===== src/rtl/wlevel_monitor.sv =====
// wlevel_monitor
// Write-domain companion to the async FIFO write-pointer/full logic.
// Synchronizes the read-domain Gray read pointer into the write clock domain,
// converts both Gray pointers to binary and registers a conservative fill
// level, a hysteretic almost-full flag and a sticky overflow error.
//
// Ports
//   i_clk            write-domain clock
//   i_rst_n          asynchronous active-low reset
//   i_readPtrAsync   Gray read pointer from the read domain (asynchronous)
//   i_writePtr       Gray write pointer (next-state value)
//   i_inc            write attempt this cycle
//   i_full           registered full flag
//   i_clearOverflow  clears o_overflow
//   o_readPtr        synchronized Gray read pointer
//   o_level          registered fill level, 0..2**ADDR_W
//   o_almostFull     hysteretic almost-full flag
//   o_overflow       sticky flag: write attempted while full
module wlevel_monitor #(
    parameter int unsigned ADDR_W      = 4,
    parameter int unsigned SYNC_STAGES = 2,
    parameter int unsigned AF_SET      = 12,
    parameter int unsigned AF_CLR      = 10
) (
    input  logic              i_clk,
    input  logic              i_rst_n,
    input  logic [ADDR_W:0]   i_readPtrAsync,
    input  logic [ADDR_W:0]   i_writePtr,
    input  logic              i_inc,
    input  logic              i_full,
    input  logic              i_clearOverflow,
    output logic [ADDR_W:0]   o_readPtr,
    output logic [ADDR_W:0]   o_level,
    output logic              o_almostFull,
    output logic              o_overflow
);

    if (SYNC_STAGES < 2) begin : g_bad_sync
        $error("wlevel_monitor: SYNC_STAGES must be >= 2");
    end
    if (!((AF_CLR < AF_SET) && (AF_SET <= (32'd1 << ADDR_W)))) begin : g_bad_af
        $error("wlevel_monitor: require AF_CLR < AF_SET <= 2**ADDR_W");
    end

    localparam logic [ADDR_W:0] LEVEL_MAX = {1'b1, {ADDR_W{1'b0}}};
    localparam logic [ADDR_W:0] AF_SET_L  = (ADDR_W+1)'(AF_SET);
    localparam logic [ADDR_W:0] AF_CLR_L  = (ADDR_W+1)'(AF_CLR);

    typedef enum logic {AF_LOW, AF_HIGH} af_state_e;

    logic [ADDR_W:0] sync_q [SYNC_STAGES];
    logic [ADDR_W:0] level_q, level_d;
    logic [ADDR_W:0] rbin, wbin, diff;
    logic            overflow_q, overflow_d;
    af_state_e       state_q, state_d;

    function automatic logic [ADDR_W:0] gray2bin(input logic [ADDR_W:0] g);
        logic [ADDR_W:0] b;
        b         = '0;
        b[ADDR_W] = g[ADDR_W];
        for (int unsigned j = 0; j < ADDR_W; j++) begin
            b[ADDR_W-1-j] = b[ADDR_W-j] ^ g[ADDR_W-1-j];
        end
        return b;
    endfunction

    // Plain flop chain, no logic between stages.
    always_ff @(posedge i_clk or negedge i_rst_n) begin
        if (!i_rst_n) begin
            for (int unsigned s = 0; s < SYNC_STAGES; s++) begin
                sync_q[s] <= '0;
            end
        end else begin
            sync_q[0] <= i_readPtrAsync;
            for (int unsigned s = 1; s < SYNC_STAGES; s++) begin
                sync_q[s] <= sync_q[s-1];
            end
        end
    end

    assign o_readPtr = sync_q[SYNC_STAGES-1];

    // Modular subtraction handles pointer wrap; a result above 2**ADDR_W can
    // only come from illegal pointer combinations and is clamped.
    always_comb begin
        rbin    = gray2bin(o_readPtr);
        wbin    = gray2bin(i_writePtr);
        diff    = wbin - rbin;
        level_d = (diff > LEVEL_MAX) ? LEVEL_MAX : diff;
    end

    always_comb begin
        overflow_d = (i_inc && i_full) || (overflow_q && !i_clearOverflow);
    end

    // Almost-full FSM: state register
    always_ff @(posedge i_clk or negedge i_rst_n) begin
        if (!i_rst_n) begin
            state_q    <= AF_LOW;
            level_q    <= '0;
            overflow_q <= 1'b0;
        end else begin
            state_q    <= state_d;
            level_q    <= level_d;
            overflow_q <= overflow_d;
        end
    end

    // Almost-full FSM: next state, evaluated on level_d so the flag lines up
    // with the registered level.
    always_comb begin
        state_d = state_q;
        case (state_q)
            AF_LOW:  if (level_d >= AF_SET_L) state_d = AF_HIGH;
            AF_HIGH: if (level_d <= AF_CLR_L) state_d = AF_LOW;
            default: state_d = AF_LOW;
        endcase
    end

    // Almost-full FSM: outputs
    always_comb begin
        o_almostFull = (state_q == AF_HIGH);
        o_level      = level_q;
        o_overflow   = overflow_q;
    end

endmodule

===== config.mk =====
export PLATFORM = sky130hd
export DESIGN_NAME = wlevel_monitor
export DESIGN_NICKNAME = d
export VERILOG_FILES = /design/src/rtl/wlevel_monitor.sv
export SDC_FILE = /design/constraint.sdc
export NUM_CORES = 1
export LEC_CHECK = 0
export ABC_AREA = 1
export ABC_CLOCK_PERIOD_IN_PS = 2790
export CAP_MARGIN = 20
export CORE_MARGIN = 10
export CORE_UTILIZATION = 46
export CTS_CLUSTER_SIZE = 20
export DETAILED_ROUTE_END_ITERATION = 10
export HOLD_SLACK_MARGIN = 0.08
export PLACE_DENSITY = 0.87
export REMOVE_ABC_BUFFERS = 1
export SETUP_SLACK_MARGIN = 0.1
export SYNTH_ARGS = -nofsm -noshare
export SYNTH_HDL_FRONTEND = slang
export SYNTH_SLANG_ARGS = --single-unit

===== constraint.sdc =====
create_clock -name i_clk -period 2.79 [get_ports i_clk]
set_input_delay 0.558 -clock i_clk [delete_from_list [all_inputs] [get_ports i_clk]]
set_output_delay 0.558 -clock i_clk [all_outputs]
set_load 0.03 [all_outputs]

* Word level (Yosys, flattened, before mapping)
Index checks and enable logic that the tools add are counted.
** Storage, ports and cells
- Register bits :: 17
- Output and inout bits :: 12
** Operators by class
- Bitwise logic cells :: 9
- Order comparisons :: 3
- Reductions and logical operators :: 4
- Multiplexer cells :: 4
- Add/subtract/negate cells :: 1
** Operator list (number)
- $xor A1 B1 Y1 :: 8
- $ge A5 B4 Y1 const B :: 1
- $gt A5 B5 Y1 const B :: 1
- $le A5 B4 Y1 const B :: 1
- $mux W5 :: 1
- $sub A5 B5 Y5 :: 1
- $logic_and A1 B1 Y1 :: 2
- $mux W1 :: 2
- $pmux W1 S2 :: 1
- $logic_not A1 Y1 :: 1
- $logic_or A1 B1 Y1 :: 1
- $not A1 Y1 :: 1

* Depth between registers and ports, before layout
Gate-level depths: netlist of run 1.
- Depth after elaboration :: 10
- Gate-level depth with buffers :: 20
- Mapped depth without buffers :: 20

* Least setup slack after synthesis of run 1
No wires, ideal clock.
- Kind :: in2reg
- Start point :: input i_writePtr[3]
- End point :: register state_q (netlist: o_almostFull)
- Arrival time :: 2.395 ns
- Slack :: 0.278 ns
- Stages on the path :: 18
- Cells stage by stage :: inv_1 -> nand2_1 -> nand3_2 -> nand2_4 -> xor2_2 -> xnor2_1 -> ha_1 -> fa_1 -> inv_1 -> nand3_1 -> nand2_1 -> nand2_1 -> nand2_2 -> nand3b_1 -> nor2_1 -> nand2_1 -> nand3_1 -> nand2_1
** On the way
- Cells in the longest elaborated chain, start to end :: 10
** Ends and longest elaborated chain
- start: declaration :: line 28 : input logic [ADDR_W:0] i_writePtr,
- $xor A1 B1 Y1 (*) :: line 62 : b[ADDR_W-1-j] = b[ADDR_W-j] ^ g[ADDR_W-1-j];
- $xor A1 B1 Y1 (3 in a row) :: line 62
- $sub A5 B5 Y5 (*) :: line 88 : diff = wbin - rbin;
- $gt A5 B5 Y1 :: line 89 : level_d = (diff > LEVEL_MAX) ? LEVEL_MAX : diff;
- $mux W5 (*) :: line 89
- $le A5 B4 Y1 or $ge A5 B4 Y1 (tied branches) :: line 115, 114
- $mux W1 (on tied branches) :: line 115, 114
- $pmux W1 S2 (*) :: line 113 : case (state_q)
- via state_d :: line 55 : af_state_e state_q, state_d;
- end signal: assignment :: line 103 : state_q <= state_d;
- end: declaration :: line 55
Mark *: on every way through the listed nets, which the timed path passes. The rest lies on a longest branch.

* Final worst setup path of run 1
- Start point :: input i_writePtr[1]
- End point :: register state_q (netlist: o_almostFull)
** On the way
- Cells in the longest elaborated chain, start to end :: 8
** Ends and longest elaborated chain (line)
- $xor A1 B1 Y1 (*) :: 62
- $xor A1 B1 Y1 :: 62
- $sub A5 B5 Y5 (*) :: 88
- $gt A5 B5 Y1 :: 89
- $mux W5 (*) :: 89
- $le A5 B4 Y1 or $ge A5 B4 Y1 (tied branches) :: 115, 114
- $mux W1 (on tied branches) :: 115, 114
- $pmux W1 S2 (*) :: 113
- via state_d :: 55
Marks and branches as above.

==> impl_metrics.ini, run 1 <==
[status]
outcome = completed

[logic_synthesis]
ys.flop_type = dfrtp_1
synth_cells = 97
synth_top_area_cell = dfrtp_1
netlist.area_leader.share = 0.4582
synth_top_family_by_area = simple AND/OR/NAND/NOR gates
synth-adder-area-share = 0.07547
synthTopCellsByArea = dfrtp_1 (46%), nand2_1 (7.3%), ha_1 (5.4%), inv_1 (5.3%), nand2_2 (4.7%)
yosys_warnings = 0
synth-compound-area-share = 0.02156
synth_cell_types = 20
netlist_area_sq_um = 928.4
synth-simple-area-share = 0.2682
synth-seq-cells = 17
yosys-top-cells-count = nand2_1 (18), dfrtp_1 (17), inv_1 (13), nand3_1 (8), nand2_2 (7)
yosys-mux-area-fraction = 0
synth_area_per_cell_sq_um = 9.571
synthXorXnorAreaFrac = 0.07278
synth_edf_count = 0
ys_seq_area_frac = 0.4582
synth_most_common_cell = nand2_1
async_flop_share = 1.000

[place]
dpl_cell_area_sq_um = 1230
place_congestion = 0.7842
port_buffers = 26
dp.cells = 151
dpl.hpwl_mm = 1.570

[detailed_routing]
totalWireLength_mm = 1.915
avgRoutedWirePerCell_microns = 11.82
drt_pass1_iterations = 4
viasPerCell = 4.451
drt-initial-drc-count = 11
drc = 0
via_count = 721
ant_nets = 0

[global_routing]
grt_usage = 0.08960
grt_pass1_vias = 756
grt_use_met3 = 0.03265
gr-usage-met1 = 0.09118
grt_max_degree = 18
antenna_found_initial = 0
grt_busiest_layer = met2
grt_pass1_wl_mm = 3.084
grt_use_met2 = 0.1601
gr-total-overflow = 0

[final_layout]
stdcell_area_sq_um = 1374
final_nets = 156
fin_cells = 162
drive_above_1_share = 0.3481
insertedDiodeCount = 0
area_delta_synth_final_pct = 47.98

[clocking]
clock_latency_ps = 270
cts_tree = built
clockBufferDepth = 2
cts-hold-fix-buffers = 0
cts.clk_slew.worst_paths_ps = 80
cts.sinks = 17
cts_buffers = 3
htree_levels = 1
cts-root-buf = clkbuf_4

[die]
die_w_microns = 64.93
num_rows = 16
core_area_sq_um = 1942
start_util = 0.4781
chipHeight_microns = 64.93
pin_count = 27
die_area_sq_um = 4215

[min_path]
hold_depth = 0
min-delay-path-class = reg -> reg
min_from = sync_q[9]$_DFF_PN0_
whs_endpoint = o_readPtr[4]$_DFF_PN0_

[timing]
clock_skew_ps = 0.6223
slew_headroom = 0.5315
setup_viol_count_final = 0
max_freq_ghz = 0.3895
slew_viol_final = 0
fin_tns_setup_ps = 0
rsz0062_at_grt = yes
period_needed_ps = 2568
finalHoldViolations = 0
period_share = 0.9203
tightest_slew_ps = 700.5

[power_and_ir_drop]
ir_drop_uv = 465.3
power_density_nw_per_um2 = 579.1
p_leak_nw = 0.6856

[worst_setup_path]
end_kind = flop
setup.worst_path.class = in -> reg
critPathArrivalTime_ps = 2780
start_kind = primary input
r2r-end = o_almostFull$_DFF_PN0_
cp.required_ps = 3000
crit_fanout = 3
worstReg2RegStart = o_readPtr[3]$_DFF_PN0_
ff2ff_setup_slack_ps = 230
reg2regPathDepth = 19

[job]
drv_cap = 0
-- per-layer routing --
metal  routed length, microns  up-vias
met5                        0        -
met3                      129        2
met4                       21        0
met1                      771      334
met2                      993       15
li1                         -      370
-- cell type report --
| class | instances | area [sq um] |
|---|---|---|
| clock buffer | 4 | 26.28 |
| fill | 164 | 568.0 |
| inverter | 15 | 58.81 |
| multi-input combinational | 60 | 474.2 |
| sequential | 17 | 426.7 |
| tap | 27 | 33.78 |
| timing repair buffer | 39 | 354.1 |
-- cells by family after synthesis --
family          after synthesis
simple gates                 45
buf+inv                      20
flops                        17
xor+xnor                      6
fa+ha+maj                     5
compound gates                4
-- worst max-delay path, stage by stage --
cell and delay, ps:
clkdlybuf4s50_1 470, inv_2 60, xor2_4 180, xnor2_1 130, ha_2 200, fa_2 400
inv_2 80, nand3_2 60, nand2_1 60, nand2_1 50, nand2_2 80, nand3b_1 110
buf_4 150, nand2_1 50, nand3_1 70, nand2_1 70
-- power breakdown --
| group | switching (mW) | total, mW | internal (mW) |
|---|---|---|---|
| Combinational | 0.204 | 0.382 | 0.177 |
| Clock | 0.0627 | 0.118 | 0.0553 |
| Sequential | 0.0157 | 0.296 | 0.280 |
| Total | 0.283 | 0.796 | 0.513 |
-- state kept, by name, summed over array words and instances, names as in the netlist --
signal / flops
o_overflow: 1
o_level: 5
o_almostFull: 1
sync_q: 5
o_readPtr: 5
-- layout by cell type, fill, tap and decap left out, types with 2 or more instances in the layout --
| cell | Yosys | routed |
|---|---|---|
| inv_2 | 1 | 6 |
| ha_1 | 4 | 3 |
| xor2_4 | 0 | 2 |
| xnor2_1 | 2 | 2 |
| buf_4 | 5 | 13 |
| a21oi_1 | 3 | 3 |
| nand2_4 | 3 | 8 |
| inv_1 | 13 | 8 |
| xor2_1 | 2 | 2 |
| nand3_1 | 8 | 6 |
| dfrtp_1 | 17 | 16 |
| clkdlybuf4s50_1 | 0 | 23 |
| nor2_1 | 4 | 4 |
| nand2_2 | 7 | 4 |
| nand2_1 | 18 | 16 |
| nand3_2 | 3 | 5 |
| clkbuf_4 | 0 | 3 |
-- timing repair --
item / CTS / global route
setup buffers: 2 / 5
pin swaps: 1 / 11
setup endpoints to repair: 5 / 4
gates resized for setup: 7 / 17
-- how the worst max path moves through the flow --
stage                                start                      to  slack [ps]  cells past startpoint
finish                       i_writePtr[1]  o_almostFull$_DFF_PN0_         220                     16
global route        o_readPtr[4]$_DFF_PN0_  o_almostFull$_DFF_PN0_         -20                     19
CTS                          i_writePtr[2]  o_almostFull$_DFF_PN0_         100                     18
detailed placement           i_writePtr[4]  o_almostFull$_DFF_PN0_        -440                     19
global placement             i_writePtr[4]  o_almostFull$_DFF_PN0_        -330                     19
floorplan           o_readPtr[4]$_DFF_PN0_  o_almostFull$_DFF_PN0_         120                     18
-- through the flow --
stage,setup WS (ps),power [mW],hold slack [ps],util
after floorplan,119.5,0.5002,262.4,-
after global placement,-330.4,0.6375,331.2,0.6334
after detailed placement,-443.6,0.6466,334.7,0.6334
after CTS,103.0,0.7806,354.9,0.6630
after global routing,-20.49,0.8552,365.1,0.7075
final,222.3,0.7955,352.5,0.7075
No activity file was read; power rests on OpenSTA's default activity.
==> inputs of run 2 (changes only) <==
--- a/config.mk
+++ b/config.mk
@@ -8,14 +8,17 @@
 export ABC_AREA = 1
 export ABC_CLOCK_PERIOD_IN_PS = 2790
 export CAP_MARGIN = 20
+export CELL_PAD_IN_SITES_DETAIL_PLACEMENT = 1
+export CELL_PAD_IN_SITES_GLOBAL_PLACEMENT = 1
 export CORE_MARGIN = 10
-export CORE_UTILIZATION = 46
+export CORE_UTILIZATION = 34
 export CTS_CLUSTER_SIZE = 20
 export DETAILED_ROUTE_END_ITERATION = 10
 export HOLD_SLACK_MARGIN = 0.08
-export PLACE_DENSITY = 0.87
+export PLACE_DENSITY = 0.86
 export REMOVE_ABC_BUFFERS = 1
 export SETUP_SLACK_MARGIN = 0.1
 export SYNTH_ARGS = -nofsm -noshare
 export SYNTH_HDL_FRONTEND = slang
 export SYNTH_SLANG_ARGS = --single-unit
+export TNS_END_PERCENT = 1
==> impl_metrics.ini, run 2 (synthesized netlist as in run 1, its figures left out) <==
[worst_setup_path]
slowest_stage = dfrtp_1
crit_start = o_readPtr[3]$_DFF_PN0_
worstReg2RegStart = o_readPtr[3]$_DFF_PN0_
cp.required_ps = 3000
end_kind = flop
crit_top_cell = nand2_1
start_kind = flop
critPathMaxStageDelay_ps = 410
crit_fanout = 3
setup.worst_path.class = reg -> reg
critPathArrivalTime_ps = 2890
cp_cell_sequence = inv_1 > nand2_2 > nand2_4 > nand2_4 > nand2_4 > xor2_4 > xor2_1 > ha_2 > fa_2 > inv_2 > nand3_2 > nand2_1 > nand2_1 > nand2_2 > nand3b_1 > nor2_1 > nand2_1 > nand3_2 > nand2_1

[timing]
setup_viol_count_final = 0
slew_viol_final = 0
slew_headroom = 0.4919
finalHoldViolations = 0
rsz0062_at_grt = yes
period_needed_ps = 2683
fin_tns_setup_ps = 0
clock_skew_ps = 14.95
period_share = 0.9617
tightest_slew_ps = 759.8
finalHoldWorstSlack_ps = 362.4
layout_setup_ws_ps = 107.0
max_freq_ghz = 0.3727

[clocking]
cts_buffers = 3
clock_latency_ps = 300
clockBufferDepth = 2
cts.clk_slew.worst_paths_ps = 110
cts-hold-fix-buffers = 0
cts.sinks = 17
cts-root-buf = clkbuf_4
cts_tree = built
htree_levels = 1

[global_routing]
grt_busiest_layer = met2
grt_pass1_vias = 946
gr-total-overflow = 0
gr-usage-met1 = 0.09243
grt_max_degree = 18
grt_use_met3 = 0.03265
antenna_found_initial = 0
grt_use_met2 = 0.1992
grt_pass1_wl_mm = 4.291
grt_usage = 0.1052

[detailed_routing]
drt-initial-drc-count = 20
via_count = 825
totalWireLength_mm = 3.092
ant_nets = 0
viasPerCell = 4.714
drc = 0
drt_pass1_iterations = 4
avgRoutedWirePerCell_microns = 17.67

[die]
core_area_sq_um = 2545
chipHeight_microns = 72.26
die_area_sq_um = 5221
pin_count = 27
die_w_microns = 72.26
start_util = 0.3648
num_rows = 18

[final_layout]
drive_above_1_share = 0.4000
area_delta_synth_final_pct = 54.99
insertedDiodeCount = 0
final_cell_mix = clkdlybuf4s50_1 (23), buf_4 (23), dfrtp_1 (16)
final_nets = 166
n_fill_cell = 302

[place]
port_buffers = 26
dpl.hpwl_mm = 2.106
place_congestion = 0.7811
pre_cts_slack_ps = -497.9

[min_path]
min_from = sync_q[6]$_DFF_PN0_
min-delay-path-class = reg -> reg

[power_and_ir_drop]
p_leak_nw = 0.7193
power_density_nw_per_um2 = 619.0
ir_drop_uv = 516.5

[job]
drv_cap = 0

[status]
outcome = completed
==> run 2: cell types whose count changed in the layout (fill, tap and decap cells not counted), sizes merged <==
cell           previous run  this run
clkdlybuf4s15             0         1
dlymetal6s2s              1         0
buf                      13        23
==> run 2: final timing paths <==
path                       cells past startpoint                     end  slack, ps
hold / removal                                 0  o_readPtr[1]$_DFF_PN0_        360
setup / recovery                              19  o_almostFull$_DFF_PN0_        110
min in group asynchronous                      1     sync_q[8]$_DFF_PN0_        690
setup reg to reg                              19  o_almostFull$_DFF_PN0_        110
max in group asynchronous                      1  o_readPtr[4]$_DFF_PN0_       1560
hold reg to reg                                0  o_readPtr[1]$_DFF_PN0_        360
==> run 2: layout make-up <==
cell class              instances  area, sq um  area share
multi-input cells              60        462.9      0.3217
flip-flops and latches         17        426.7      0.2965
repair buffers                 49        426.7      0.2965
inverters                      15        58.81     0.04087
well taps                      30        37.54     0.02609
clock buffers                   4        26.28     0.01826
==> run 2: critical path: cells and delay by family (launching register included) <==
family | cells | cell delay, ps
xor gates and xnor gates | 2 | 330
adders and majority gates | 2 | 570
DFF | 1 | 410
and+or+nand+nor | 13 | 1110
buffers and inverters | 2 | 150
==> run 2: timing repair <==
action,in CTS,in global routing
pin swaps,5,12
gates resized for setup,13,10
buffers inserted,5,8
endpoints found under the setup margin,6,3
==> run 2: per-stage QoR <==
stage	utilization	power (mW)	std cells	area, sq um
floorplan	-	0.5002	92	890.9
global placement	0.4966	0.6573	158	1264
detailed placement	0.4966	0.6770	158	1264
CTS	0.5320	0.8337	167	1354
global route	0.5654	0.9432	175	1439
finish	0.5654	0.8907	175	1439
==> run 2: power by group <==
group	internal, mW	switching [mW]	leakage [nW]
Clock	0.0557	0.0793	0.0150
Sequential	0.280	0.0174	0.202
Combinational	0.213	0.246	0.502
==> run 2: routing by layer <==
layer	up-vias	wire length, microns
li1	389	-
met3	6	135
met5	-	0
met2	22	1732
met4	0	72
met1	408	1152
==> inputs of run 3 (changes only) <==
--- a/config.mk
+++ b/config.mk
@@ -18,6 +18,7 @@
 export PLACE_DENSITY = 0.86
 export REMOVE_ABC_BUFFERS = 1
 export SETUP_SLACK_MARGIN = 0.1
+export SKIP_CTS_REPAIR_TIMING = 1
 export SYNTH_ARGS = -nofsm -noshare
 export SYNTH_HDL_FRONTEND = slang
 export SYNTH_SLANG_ARGS = --single-unit
==> impl_metrics.ini, run 3 (synthesized netlist as in run 1, its figures left out) <==
[timing]
slew_viol_final = 0
tightest_slew_ps = 711.2
period_needed_ps = 2694
layout_setup_ws_ps = 95.81
finalHoldViolations = 0
period_share = 0.9657
max_freq_ghz = 0.3712
clock_skew_ps = 4.714
setup_viol_count_final = 0
slew_headroom = 0.5244
finalHoldWorstSlack_ps = 359.6
rsz0062_at_grt = yes

[global_routing]
grt_max_degree = 18
grt_busiest_layer = met2
gr-total-overflow = 0
gr-usage-met1 = 0.08287
grt_use_met3 = 0.03537
grt_usage = 0.09880
grt_pass1_wl_mm = 4.057
antenna_found_initial = 0
grt_pass1_vias = 895
grt_use_met2 = 0.1905

[power_and_ir_drop]
power_density_nw_per_um2 = 598.8
power_switching_uw = 314.9
p_clk_frac = 0.149
ir_drop_uv = 507.2
p_int_uw = 535.5
pwr-share-seq = 0.349
combPwrFrac = 0.502
p_leak_nw = 0.7284
switching_share = 0.3703
total_power_uw = 850.4

[die]
die_w_microns = 72.26
chipHeight_microns = 72.26
core_area_sq_um = 2545
start_util = 0.3648
num_rows = 18
pin_count = 27
die_area_sq_um = 5221

[worst_setup_path]
crit_fanout = 5
crit_top_cell = nand2_1
cp_cell_sequence = inv_1 > nand2_2 > nand2_4 > nand2_4 > nand2_4 > xor2_4 > xor2_1 > ha_2 > fa_2 > inv_2 > nand3_2 > nand2_1 > nand2_1 > nand2_2 > nand3b_1 > nor2_1 > nand2_1 > nand3_1 > nand2_1
start_kind = flop
reg2regPathDepth = 19
cp.required_ps = 2970
slowest_stage = dfrtp_2
end_kind = flop
critPathMaxStageDelay_ps = 430
critPathArrivalTime_ps = 2880
setup.worst_path.class = reg -> reg

[final_layout]
fin_util = 0.5580
ff_latch_area_sq_um = 426.7
fin_cells = 172
area_delta_synth_final_pct = 52.96
final_common_cell = clkdlybuf4s50_1
multi_input_area_sq_um = 452.9
final_cell_mix = clkdlybuf4s50_1 (23), buf_4 (20), nand2_1 (16), dfrtp_1 (16), inv_1 (12)
drive_above_1_share = 0.3451
final_nets = 163
n_fill_cell = 297
insertedDiodeCount = 0

[detailed_routing]
drt_pass1_iterations = 3
drc = 0
totalWireLength_mm = 2.799
ant_nets = 0
avgRoutedWirePerCell_microns = 16.27
viasPerCell = 4.622
drt-initial-drc-count = 22
via_count = 795

[place]
pre_cts_slack_ps = -497.9
port_buffers = 26
dpl.hpwl_mm = 2.106
place_congestion = 0.7811
dp.cells = 158

[clocking]
htree_levels = 1
cts-root-buf = clkbuf_4
cts.sinks = 17
cts_tree = built
cts_buffers = 3
clockBufferDepth = 2
clock_latency_ps = 290
cts.clk_slew.worst_paths_ps = 90

[job]
drv_cap = 0

[status]
outcome = completed

[min_path]
hold_depth = 0
min-delay-path-class = reg -> reg
==> run 3: power groups by stage <==
stage	combinational [mW]	clock [mW]	sequential (mW)
2_1_floorplan	0.139	0	0.361
3_3_place_gp	0.359	0	0.299
3_5_place_dp	0.376	0	0.301
4_1_cts	0.379	0.132	0.296
5_1_grt	0.463	0.146	0.301
6_report	0.427	0.127	0.297
==> run 3: cell type report <==
type                    count  area share
inverters                  15     0.04141
flip-flops and latches     17      0.3004
clock buffers               4     0.01850
well taps                  30     0.02643
multi-input cells          60      0.3189
repair buffers             46      0.2943
==> run 3: final timing paths <==
path                                        start                     end  slack (ps)
setup / recovery           o_readPtr[4]$_DFF_PN0_  o_almostFull$_DFF_PN0_         100
min in group asynchronous                 i_rst_n  o_readPtr[1]$_DFF_PN0_         690
hold reg to reg               sync_q[6]$_DFF_PN0_  o_readPtr[1]$_DFF_PN0_         360
hold / removal                sync_q[6]$_DFF_PN0_  o_readPtr[1]$_DFF_PN0_         360
setup reg to reg           o_readPtr[4]$_DFF_PN0_  o_almostFull$_DFF_PN0_         100
max in group asynchronous                 i_rst_n  o_readPtr[4]$_DFF_PN0_        1610
==> run 3: routing by layer <==
layer  up-vias  part of all wire  routed length [microns]
met5         -                 0                        0
met4         0             0.031                       87
met3         7             0.057                      160
met2        21              0.58                     1628
met1       387              0.33                      922
li1        380                 -                        -
==> run 3: stage by stage <==
step           TNS [ps]  cell area (sq um)
6_report              0               1420
2_1_floorplan         0              890.9
4_1_cts          -389.8               1290
3_5_place_dp      -2064               1264
3_3_place_gp      -1251               1264
5_1_grt          -73.33               1420
==> run 3: critical path: cells and delay by family, from the launching register on <==
kind,cells,cell delay (ps)
and+or+nand+nor,13,1070
DFF,1,430
adders and majority gates,2,590
xor gates and xnor gates,2,340
buffers and inverters,2,140
